## config.mk

```make
export PLATFORM = sky130hd
export DESIGN_NAME = wb_reg_bank
export DESIGN_NICKNAME = d
export VERILOG_FILES = /design/src/rtl/wb_reg_bank.sv
export SDC_FILE = /design/constraint.sdc
export NUM_CORES = 1
export LEC_CHECK = 0
export BUFFER_PORTS_ARGS = -buffer_cell sky130_fd_sc_hd__clkbuf_2
export CAP_MARGIN = 10
export CORE_AREA = 8 8 237 239
export DETAILED_ROUTE_END_ITERATION = 6
export DIE_AREA = 0 0 245 247
export MAX_ROUTING_LAYER = met4
export RECOVER_POWER = 25
export SLEW_MARGIN = 0
export SYNTH_ARGS = -nofsm -noshare
export SYNTH_HDL_FRONTEND = slang
export SYNTH_SLANG_ARGS = --single-unit
```

## constraint.sdc

```tcl
create_clock -name p_clk -period 4.3 [get_ports p_clk]
set_input_delay 0.86 -clock p_clk [delete_from_list [all_inputs] [get_ports p_clk]]
set_output_delay 0.86 -clock p_clk [all_outputs]
set_load 0.02 [all_outputs]
```

## src/rtl/wb_reg_bank.sv

```systemverilog
// Wishbone classic slave register bank: NREGS x 32-bit registers with byte-enable
// writes, registered readback, self-clearing command registers and read-only status words.
module wb_reg_bank #(
  parameter logic [31:0]      BASE_ADDR     = 32'hb000_0000,
  parameter int unsigned      NREGS         = 8,
  parameter logic [NREGS-1:0] SELF_CLR_MASK = NREGS'(8'hAA),
  parameter logic [NREGS-1:0] RO_MASK       = '0
) (
  input  logic                  p_clk,
  input  logic                  p_resetn,
  input  logic [31:0]           p_wb_DAT_I,
  output logic [31:0]           p_wb_DAT_O,
  input  logic [31:0]           p_wb_ADR_I,
  output logic                  p_wb_ACK_O,
  input  logic                  p_wb_CYC_I,
  output logic                  p_wb_ERR_O,
  input  logic                  p_wb_LOCK_I,
  output logic                  p_wb_RTY_O,
  input  logic [3:0]            p_wb_SEL_I,
  input  logic                  p_wb_STB_I,
  input  logic                  p_wb_WE_I,
  output logic [32*NREGS-1:0]   p_regs_o,
  output logic [NREGS-1:0]      p_reg_wr_o,
  input  logic [32*NREGS-1:0]   p_status_i
);

  localparam int unsigned IW   = (NREGS > 1) ? $clog2(NREGS) : 1;
  localparam logic [31:0] SPAN = 32'(4 * NREGS);

  logic [31:0]      regs_q [NREGS];
  logic [31:0]      regs_d [NREGS];
  logic             ack_q, err_q;
  logic [31:0]      dat_q;
  logic [NREGS-1:0] wr_q;

  logic [31:0]      offset_c;
  logic             hit_c, accept_c, ro_c, write_c;
  logic [IW-1:0]    idx_c;
  logic [31:0]      merged_c, rdata_c;
  logic             unused_c;

  assign unused_c = p_wb_LOCK_I;

  // Address decode relative to the bank base
  assign offset_c = p_wb_ADR_I - BASE_ADDR;
  assign hit_c    = (p_wb_ADR_I >= BASE_ADDR) && (offset_c < SPAN) && (p_wb_ADR_I[1:0] == 2'b00);
  assign idx_c    = offset_c[IW+1:2];
  assign accept_c = p_wb_CYC_I && p_wb_STB_I && !ack_q && !err_q;
  assign ro_c     = RO_MASK[idx_c];
  assign write_c  = accept_c && hit_c && p_wb_WE_I && !ro_c;

  // Byte-lane merge of write data into the addressed register
  always_comb begin
    merged_c = regs_q[idx_c];
    for (int k = 0; k < 4; k++) begin
      if (p_wb_SEL_I[k]) merged_c[8*k +: 8] = p_wb_DAT_I[8*k +: 8];
    end
  end

  assign rdata_c = ro_c ? p_status_i[{idx_c, 5'd0} +: 32] : regs_q[idx_c];

  // Self-clearing registers drop to zero one edge after being loaded
  always_comb begin
    for (int i = 0; i < NREGS; i++) begin
      regs_d[i] = (SELF_CLR_MASK[i] || RO_MASK[i]) ? 32'h0 : regs_q[i];
      if (write_c && (idx_c == IW'(i))) regs_d[i] = merged_c;
    end
  end

  always_ff @(posedge p_clk or negedge p_resetn) begin
    if (!p_resetn) begin
      for (int i = 0; i < NREGS; i++) regs_q[i] <= 32'h0;
    end else begin
      for (int i = 0; i < NREGS; i++) regs_q[i] <= regs_d[i];
    end
  end

  // Registered bus termination, read data and write strobes
  always_ff @(posedge p_clk or negedge p_resetn) begin
    if (!p_resetn) begin
      ack_q <= 1'b0;
      err_q <= 1'b0;
      dat_q <= 32'h0;
      wr_q  <= '0;
    end else begin
      ack_q <= accept_c && hit_c;
      err_q <= accept_c && !hit_c;
      dat_q <= (accept_c && hit_c && !p_wb_WE_I) ? rdata_c : 32'h0;
      wr_q  <= write_c ? (NREGS'(1) << idx_c) : '0;
    end
  end

  for (genvar g = 0; g < NREGS; g++) begin : g_regs_out
    assign p_regs_o[32*g +: 32] = regs_q[g];
  end

  assign p_wb_ACK_O = ack_q;
  assign p_wb_ERR_O = err_q;
  assign p_wb_DAT_O = dat_q;
  assign p_wb_RTY_O = 1'b0;
  assign p_reg_wr_o = wr_q;

endmodule
```

=== Yosys cells after proc, flatten, opt, wreduce, memory -nomap -nowiden ===
Memories as Yosys holds them, arrays and structs flattened.
Index checks and enable logic that the tools add are counted.

* Add/subtract/negate cells: 1
* $lt $le $gt $ge: 4
* Equal/unequal tests: 7
* Shift operators: 2
* Muxes and demuxes: 15
* Bitwise logic cells: 1
* Reduce and logical (&&, ||, !) cells: 25

{| class="wikitable"
|+ Operator list
! cell !! count
|-
| 32-bit two-way mux || 8
|-
| 256-bit by 9-bit variable part select with 32-bit output || 1
|-
| 32-bit binary-select mux with 3-bit select || 1
|-
| 8-bit two-way mux || 5
|-
| 32-bit >= comparator, second input constant || 1
|-
| 32-bit by 6-bit < comparator with 1-bit output, second input constant || 1
|-
| 32-bit subtractor, second input constant || 1
|-
| 1-bit logical AND || 18
|-
| 3-bit == test, second input constant || 4
|-
| 1-bit by 3-bit << shifter with 8-bit output, first input constant || 1
|-
| 3-bit by 2-bit == test with 1-bit output, second input constant || 2
|-
| 1-bit logical NOT || 5
|-
| 4-bit >= comparator, second input constant || 1
|-
| 3-bit by 4-bit < comparator with 1-bit output, second input constant || 1
|-
| 3-bit NOT with 4-bit output || 1
|-
| 3-bit by 1-bit == test with 1-bit output, second input constant || 1
|-
| 3-bit logical NOT || 1
|-
| 2-bit logical NOT || 1
|-
| 1-bit two-way mux || 1
|}

* Flip-flop bits (word level): 298
* ROM bits: 8
* Bits of input ports: 330
* Output and inout bits: 299
* Logic and storage cells: 68
* Memories kept: 1

{| class="wikitable"
|+ Memories
! name !! depth !! bits a word !! rd ports !! clocked after memory_dff !! write ports !! RTL line !! RTL
|-
| (name not given) || 8 || 1 || 1 || 0 || 0 || 49 || <nowiki>assign ro_c = RO_MASK[idx_c];</nowiki>
|}

=== Logic depth before layout (Yosys ltp) ===
Gate-level depths: netlist (run 1).

* Depth after elaboration: 9
* Mapped depth: 7
* Gate-level depth less buffers: 4

=== Worst setup path before layout (run 1) ===
No wires, ideal clock.

* Kind: input-to-reg
* Start point: input port p_wb_ADR_I[6]
* End point: register regs_q, in the netlist p_regs_o[142]
* Library setup time: 125 ps
* Data arrival time: 2372 ps
* Data required time: 4175 ps
* Setup slack: 1804 ps
* Stages on the path: 5
* Buffers on the path: 1
* Cells stage by stage: nor4_4 nand4_4 nor4_4 buf_6 mux2_2

* Word-level cells in the longest chain between the ends: 8
* Elaborated cells on any way between the ends: 9
* Classes of those cells: 1 x add/sub; 2 x order compare; 6 x reduce/logical

{| class="wikitable"
|+ RTL lines
! what !! RTL line !! RTL
|-
| start, declared || 13 || <nowiki>input logic [31:0] p_wb_ADR_I,</nowiki>
|-
| 32-bit subtractor || 45 || <nowiki>assign offset_c = p_wb_ADR_I - BASE_ADDR;</nowiki>
|-
| 32-bit by 6-bit < comparator with 1-bit output || 46 || <nowiki>assign hit_c = (p_wb_ADR_I >= BASE_ADDR) && (offset_c < SPAN) && (p_wb_ADR_I[1:0] == 2'b00);</nowiki>
|-
| 1-bit logical AND * (2 in series) || 46 ||
|-
| 1-bit logical AND * (3 in series) || 50 || <nowiki>assign write_c = accept_c && hit_c && p_wb_WE_I && !ro_c;</nowiki>
|-
| 1-bit logical AND * || 66 || <nowiki>if (write_c && (idx_c == IW'(i))) regs_d[i] = merged_c;</nowiki>
|-
| end, declared || 30 || <nowiki>logic [31:0] regs_q [NREGS];</nowiki>
|}

Every way passes the cells marked *; elsewhere a longest branch is shown, timed or not.
A chain may end at the register's enable or synchronous reset.

=== Worst setup path in the final report (run 1) ===
* Start point: input port p_wb_ADR_I[11]
* End point: register regs_q, in the netlist p_regs_o[137]

The elaborated chain is that of the path after synthesis.

==> results.yml, run 1 <==
outcome:
  status: "finished with violations"
  violations: "max-capacitance violations, max-slew violations"
final_layout:
  fin_area_um2: 16900
  drive_above_1_share_pct: 44.7
  final_cell_mix: "368 x clkbuf_2, 298 x dfrtp_1, 111 x nor2_1"
  final_nets: 1693
  area_growth_pct: 28.8
  final_common_cell: "clkbuf_2"
clock_network:
  clkTransAtPathRegs_ns: 0.06
  cts_tree: "built"
  clock-sinks: 298
  post_cts_buffers: 0
  hold_buffers: 0
  clock_latency_ns: 0.54
  cts_buffers: 36
  ctsResizeCount: 0
  cts.htree.levels: 2
  root_buffer: "clkbuf_16"
  clockBufferDepth: 3
die:
  core_um2: 52200
  die_x_um: 245
  std_cell_rows: 84
  die_area_um2: 60500
  ioPinCount: 629
  initial_core_util_pct: 25.1
  dieHeight_um: 247
sta:
  rsz0062_at_grt: "false"
  worst_pin_slew_ns: 1.52
  final-hold-violation-count: 0
  slew_violations: 64
  fin_crit_sh_pct: 66.9
  whs_ns: 0.447
  setup_viol: 0
  max_freq_mhz: 348
  setup_tns_ns: 0
  finClkSkew_ns: 0.0198
  slew_headroom_pct: -1.60
  min_period_ns: 2.88
drt:
  routed_via_density: 4.75
  drcViolationCount: 0
  wire_per_inst_um: 24.9
  vias: 9877
  detail_route.iter0.violations: 428
  drt-pass1-iter-count: 5
  ant_nets: 0
  routed_wl_um: 51700
placed_design:
  place_congestion: 0.833
  dp_hpwl_um: 37000
  dpl_cell_area_um2: 15700
  portBuffers: 370
power_and_ir_drop:
  p_leak_uw: 0.00894
  peakVddDrop_mv: 0.253
  p_per_area_nw_per_um2: 375
  total_power_uw: 6340
logic_synthesis:
  ys_types: 34
  avgSynthCellArea_um2: 13.3
  ys.flop_type: "dfrtp_1"
  syn-num-nets: 1320
  synthCells: 990
  synth_seq_cells: 298
  mappedNetlistArea_um2: 13100
  synth_edf_count: 0
  seq_area_frac_synth_pct: 56.8
  ys.warnings.count: 0
  async_reset_ff_share_pct: 100
worst_setup_path:
  timing_worst_setup_path_type: "input port to flip-flop"
  arrival_ns: 3.29
  max_stage_delay_ns: 0.64
  path_cells: "clkbuf_2 > nor4_1 > nand4_4 > nor4_4 > buf_4 > mux2_2"
  rr_worst_depth: 5
  cp_top_family: "simple AND/OR/NAND/NOR gates"
  required_ns: 4.71
  critPathLaunchType: "input port"
  slowest_stage: "nor4_1"
  crit_cells: 6
  cp-end-kind: "flip-flop"
  worstPathMaxFanout: 32
  path_buf_inv: 2
global_route:
  grt_pass1_wl_um: 74500
  grt_pass1_vias: 10700
  grt_max_degree: 129
  grt_overflow: 0
  antenna_found_initial: 3
  grt_usage_pct: 17.2
flow_run:
  maxCapViolations: 1
worst_hold_path:
  min_path_type: "input port to asynchronous set/reset pin"
==> report_power, final <==
group	switching, uW	total, uW	internal, uW
Sequential	0.336	2810	2810
Clock	1230	3100	1870
Combinational	305	434	129
Total	1530	6340	4810
==> synth_stat cells (5+ instances only) <==
| library cell | n | area [um^2] |
|---|---|---|
| a22o_1 | 32 | 280 |
| buf_2 | 13 | 65.1 |
| buf_4 | 9 | 67.6 |
| buf_6 | 18 | 203 |
| clkbuf_1 | 27 | 101 |
| dfrtp_1 | 298 | 7460 |
| mux2_1 | 83 | 935 |
| mux2_2 | 109 | 1230 |
| mux2i_1 | 64 | 641 |
| nand2_1 | 37 | 139 |
| nor2_1 | 113 | 424 |
| nor2b_1 | 26 | 163 |
| nor3_1 | 6 | 30.0 |
| nor3_2 | 30 | 300 |
| nor4_4 | 9 | 191 |
| o22ai_1 | 32 | 200 |
| o31a_1 | 26 | 228 |
| o31ai_1 | 27 | 203 |
| o31ai_2 | 5 | 62.6 |
==> final timing paths <==
check	from	endpoint	slack [ns]
setup / recovery	p_wb_ADR_I[11]	p_regs_o[137]$_DFFE_PN0P_	1.42
hold / removal	p_resetn	p_regs_o[4]$_DFFE_PN0P_	0.45
setup reg to reg	p_wb_ERR_O$_DFF_PN0_	p_regs_o[137]$_DFFE_PN0P_	1.83
hold reg to reg	p_regs_o[211]$_DFFE_PN0P_	p_regs_o[211]$_DFFE_PN0P_	0.51
max in group asynchronous	p_resetn	p_regs_o[125]$_DFF_PN0_	1.74
min in group p_clk	p_regs_o[211]$_DFFE_PN0P_	p_regs_o[211]$_DFFE_PN0P_	0.51
==> per-layer routing <==
layer | track usage, % | routed length, um | vias up
met1 | 21.6 | 22700 | 5070
met3 | 5.19 | 4050 | 80
li1 | - | - | 4319
met4 | 4.42 | 1200 | 0
met2 | 26.9 | 23700 | 408
met5 | - | 0 | -
==> layout make-up <==
| type | instances | area [um^2] |
|---|---|---|
| well taps | 688 | 861 |
| inverters | 4 | 15.0 |
| diodes | 2 | 5.00 |
| flip-flops and latches | 298 | 7460 |
| repair buffers | 403 | 2130 |
| clock inverters | 14 | 171 |
| multi-input cells | 620 | 5240 |
| clock buffers | 50 | 1030 |
| fillers | 5204 | 35300 |
==> cell families (layout without fill, tap and decap cells) <==
logic type,Yosys count,count (layout),synth area share [%]
buffers and inverters,72,471,3.47
muxes,256,256,21.3
and+or+nand+nor,240,240,10.9
other,1,3,0.0286
AOI/OAI and AO/OA,123,123,7.45
DFF,298,298,56.8
==> metrics by stage <==
stage	utilization, %	instances	setup WS [ns]
final	32.4	2079	1.42
after global placement	30.1	2013	0.921
after global routing	32.4	2079	1.31
after CTS	32.4	2077	1.51
after floorplan	-	990	1.80
after detailed placement	30.1	2013	0.909
==> sequential cells by signal, summed over array words and instances (netlist names) <==
name and count:
p_reg_wr_o 8, p_wb_DAT_O 32, p_wb_ACK_O 1, p_regs_o 256
p_wb_ERR_O 1
No activity file was read; power rests on OpenSTA's default activity.
==> run 2: changes to the inputs <==
Clock period 4.3 ns to 2.8 ns, I/O delays scaled along.
==> run 2 against run 1 <==
The flow now finishes without violations. Non-clock buffer count rose by 14. Register-to-register slack got worse by 1.3 ns. Routed wire length rose by 1.1%. Critical path depth did not move.
==> results.yml, run 2 (synthesis gave the netlist of run 1 again) <==
outcome:
  status: "finished, final reports clean"
sta:
  final-hold-violation-count: 0
  fin_ws_ns: 0.262
  setup_viol: 0
  setup_tns_ns: 0
  min_period_ns: 2.54
  slew_headroom_pct: 7.13
  slew_violations: 0
  fin_crit_sh_pct: 90.6
  max_freq_mhz: 394
  worst_pin_slew_ns: 1.39
  rsz0062_at_grt: "false"
  finClkSkew_ns: 0.0156
drt:
  drt-pass1-iter-count: 5
  detail_route.iter0.violations: 464
  routed_via_density: 4.80
  drcViolationCount: 0
  wire_per_inst_um: 25.0
  routed_wl_um: 52300
  vias: 10000
  ant_nets: 0
power_and_ir_drop:
  p_leak_uw: 0.00907
  peakVddDrop_mv: 0.420
  intPower_uw: 7310
  p_comb_share_pct: 7.3
  clkPwrFrac_pct: 48.2
  switching_power_uw: 2370
  swShare_pct: 24.5
  seq_power_share_pct: 44.5
  p_per_area_nw_per_um2: 563
final_layout:
  drive_above_1_share_pct: 45.6
  final_nets: 1707
  area_growth_pct: 31.0
  final_cell_mix: "369 x clkbuf_2, 298 x dfrtp_1, 111 x nor2_1"
  final_common_cell: "clkbuf_2"
  instances_no_fill: 2092
  largest_reg_flops: 256
worst_setup_path:
  worstPathMaxFanout: 21
  required_ns: 3.22
  critPathLaunchType: "input port"
  arrival_ns: 2.96
  cp-end-kind: "flip-flop"
  timing_worst_setup_path_type: "input port to flip-flop"
clock_network:
  cts_tree: "built"
  clkTransAtPathRegs_ns: 0.06
  clock_latency_ns: 0.53
  clock-sinks: 298
  root_buffer: "clkbuf_16"
  cts.htree.levels: 2
  post_cts_buffers: 0
  cts_buffers: 36
  clockBufferDepth: 3
global_route:
  grt_pass1_wl_um: 75300
  grt_usage_pct: 17.4
  grt_overflow: 0
  grt_max_degree: 71
  antenna_found_initial: 3
  grt_pass1_vias: 11000
die:
  ioPinCount: 629
  dieHeight_um: 247
  die_area_um2: 60500
  die_x_um: 245
  core_um2: 52200
  std_cell_rows: 84
  initial_core_util_pct: 25.1
worst_hold_path:
  min_path_type: "input port to flip-flop"
flow_run:
  maxCapViolations: 0
placed_design:
  place_congestion: 0.841
  dp_hpwl_um: 37600
  place_ws_ns: 0.0370
  dp.cells: 2026
  portBuffers: 370
-- run 2: changes by cell type in the layout (fill, tap and decap cells not counted), sizes merged --
cell / change
bufinv: -1
clkinvlp: +4
inv: -2
dlygate4sd3: +1
clkbuf: -5
buf: +14
clkinv: +2
-- run 2: routing by layer --
metal	share of wire, %	track usage [%]	vias to the layer above	wire [um]
met3	8.3	5.32	89	4330
met4	3.5	5.92	0	1860
li1	-	-	4347	-
met2	44	26.2	464	23200
met1	44	22.0	5142	22900
met5	0	-	-	0
-- run 2: area by class of cell --
cell class | instances | area [um^2]
clock inverter | 17 | 160
sequential | 298 | 7460
timing repair buffer | 417 | 2450
clock buffer | 46 | 1020
tap | 688 | 861
antenna | 2 | 5.00
inverter | 4 | 15.0
fill | 5242 | 35000
multi-input combinational | 620 | 5240
-- run 2: power by group through the flow --
stage               combinational (uW)  clock, uW  sequential [uW]
detailed placement                 715          0             4390
global placement                   704          0             4390
floorplan                          354          0             4390
finish                             702       4670             4310
CTS                                718       4830             4310
global route                       764       5020             4310
-- run 2: final timing paths --
kind                                            from  cells past startpoint  slack [ns]                   endpoint
min reg2reg                p_regs_o[211]$_DFFE_PN0P_                      1        0.51  p_regs_o[211]$_DFFE_PN0P_
max                                   p_wb_ADR_I[11]                      6        0.26    p_wb_DAT_O[0]$_DFF_PN0_
max in group asynchronous                   p_resetn                      3        0.57    p_regs_o[237]$_DFF_PN0_
min                                       p_wb_STB_I                      3        0.35       p_wb_ERR_O$_DFF_PN0_
min in group asynchronous                   p_resetn                      2        0.89  p_regs_o[132]$_DFFE_PN0P_
max reg2reg                     p_wb_ERR_O$_DFF_PN0_                      5        0.49   p_regs_o[81]$_DFFE_PN0P_
-- run 2: worst max-delay path: stages --
cell and delay, ns:
clkbuf_2 0.08, nor4_1 0.63, nand4_4 0.32, or4_2 0.74
buf_4 0.34, nor3_1 0.26
-- run 2: metrics by stage --
stage	total power, uW	instance area [um^2]	util (%)	hold slack (ns)
finish	9680	17200	32.9	0.355
global route	10100	17200	32.9	0.316
CTS	9860	17200	33.0	0.300
detailed placement	5100	16000	30.7	0.501
global placement	5090	16000	30.7	0.486
floorplan	4740	13100	-	0.264
-- run 2: repair_timing --
action | in CTS | in global routing
resized for setup | 0 | 0
hold buffers | 1 | 0
hold endpoints to repair | 41 | 0
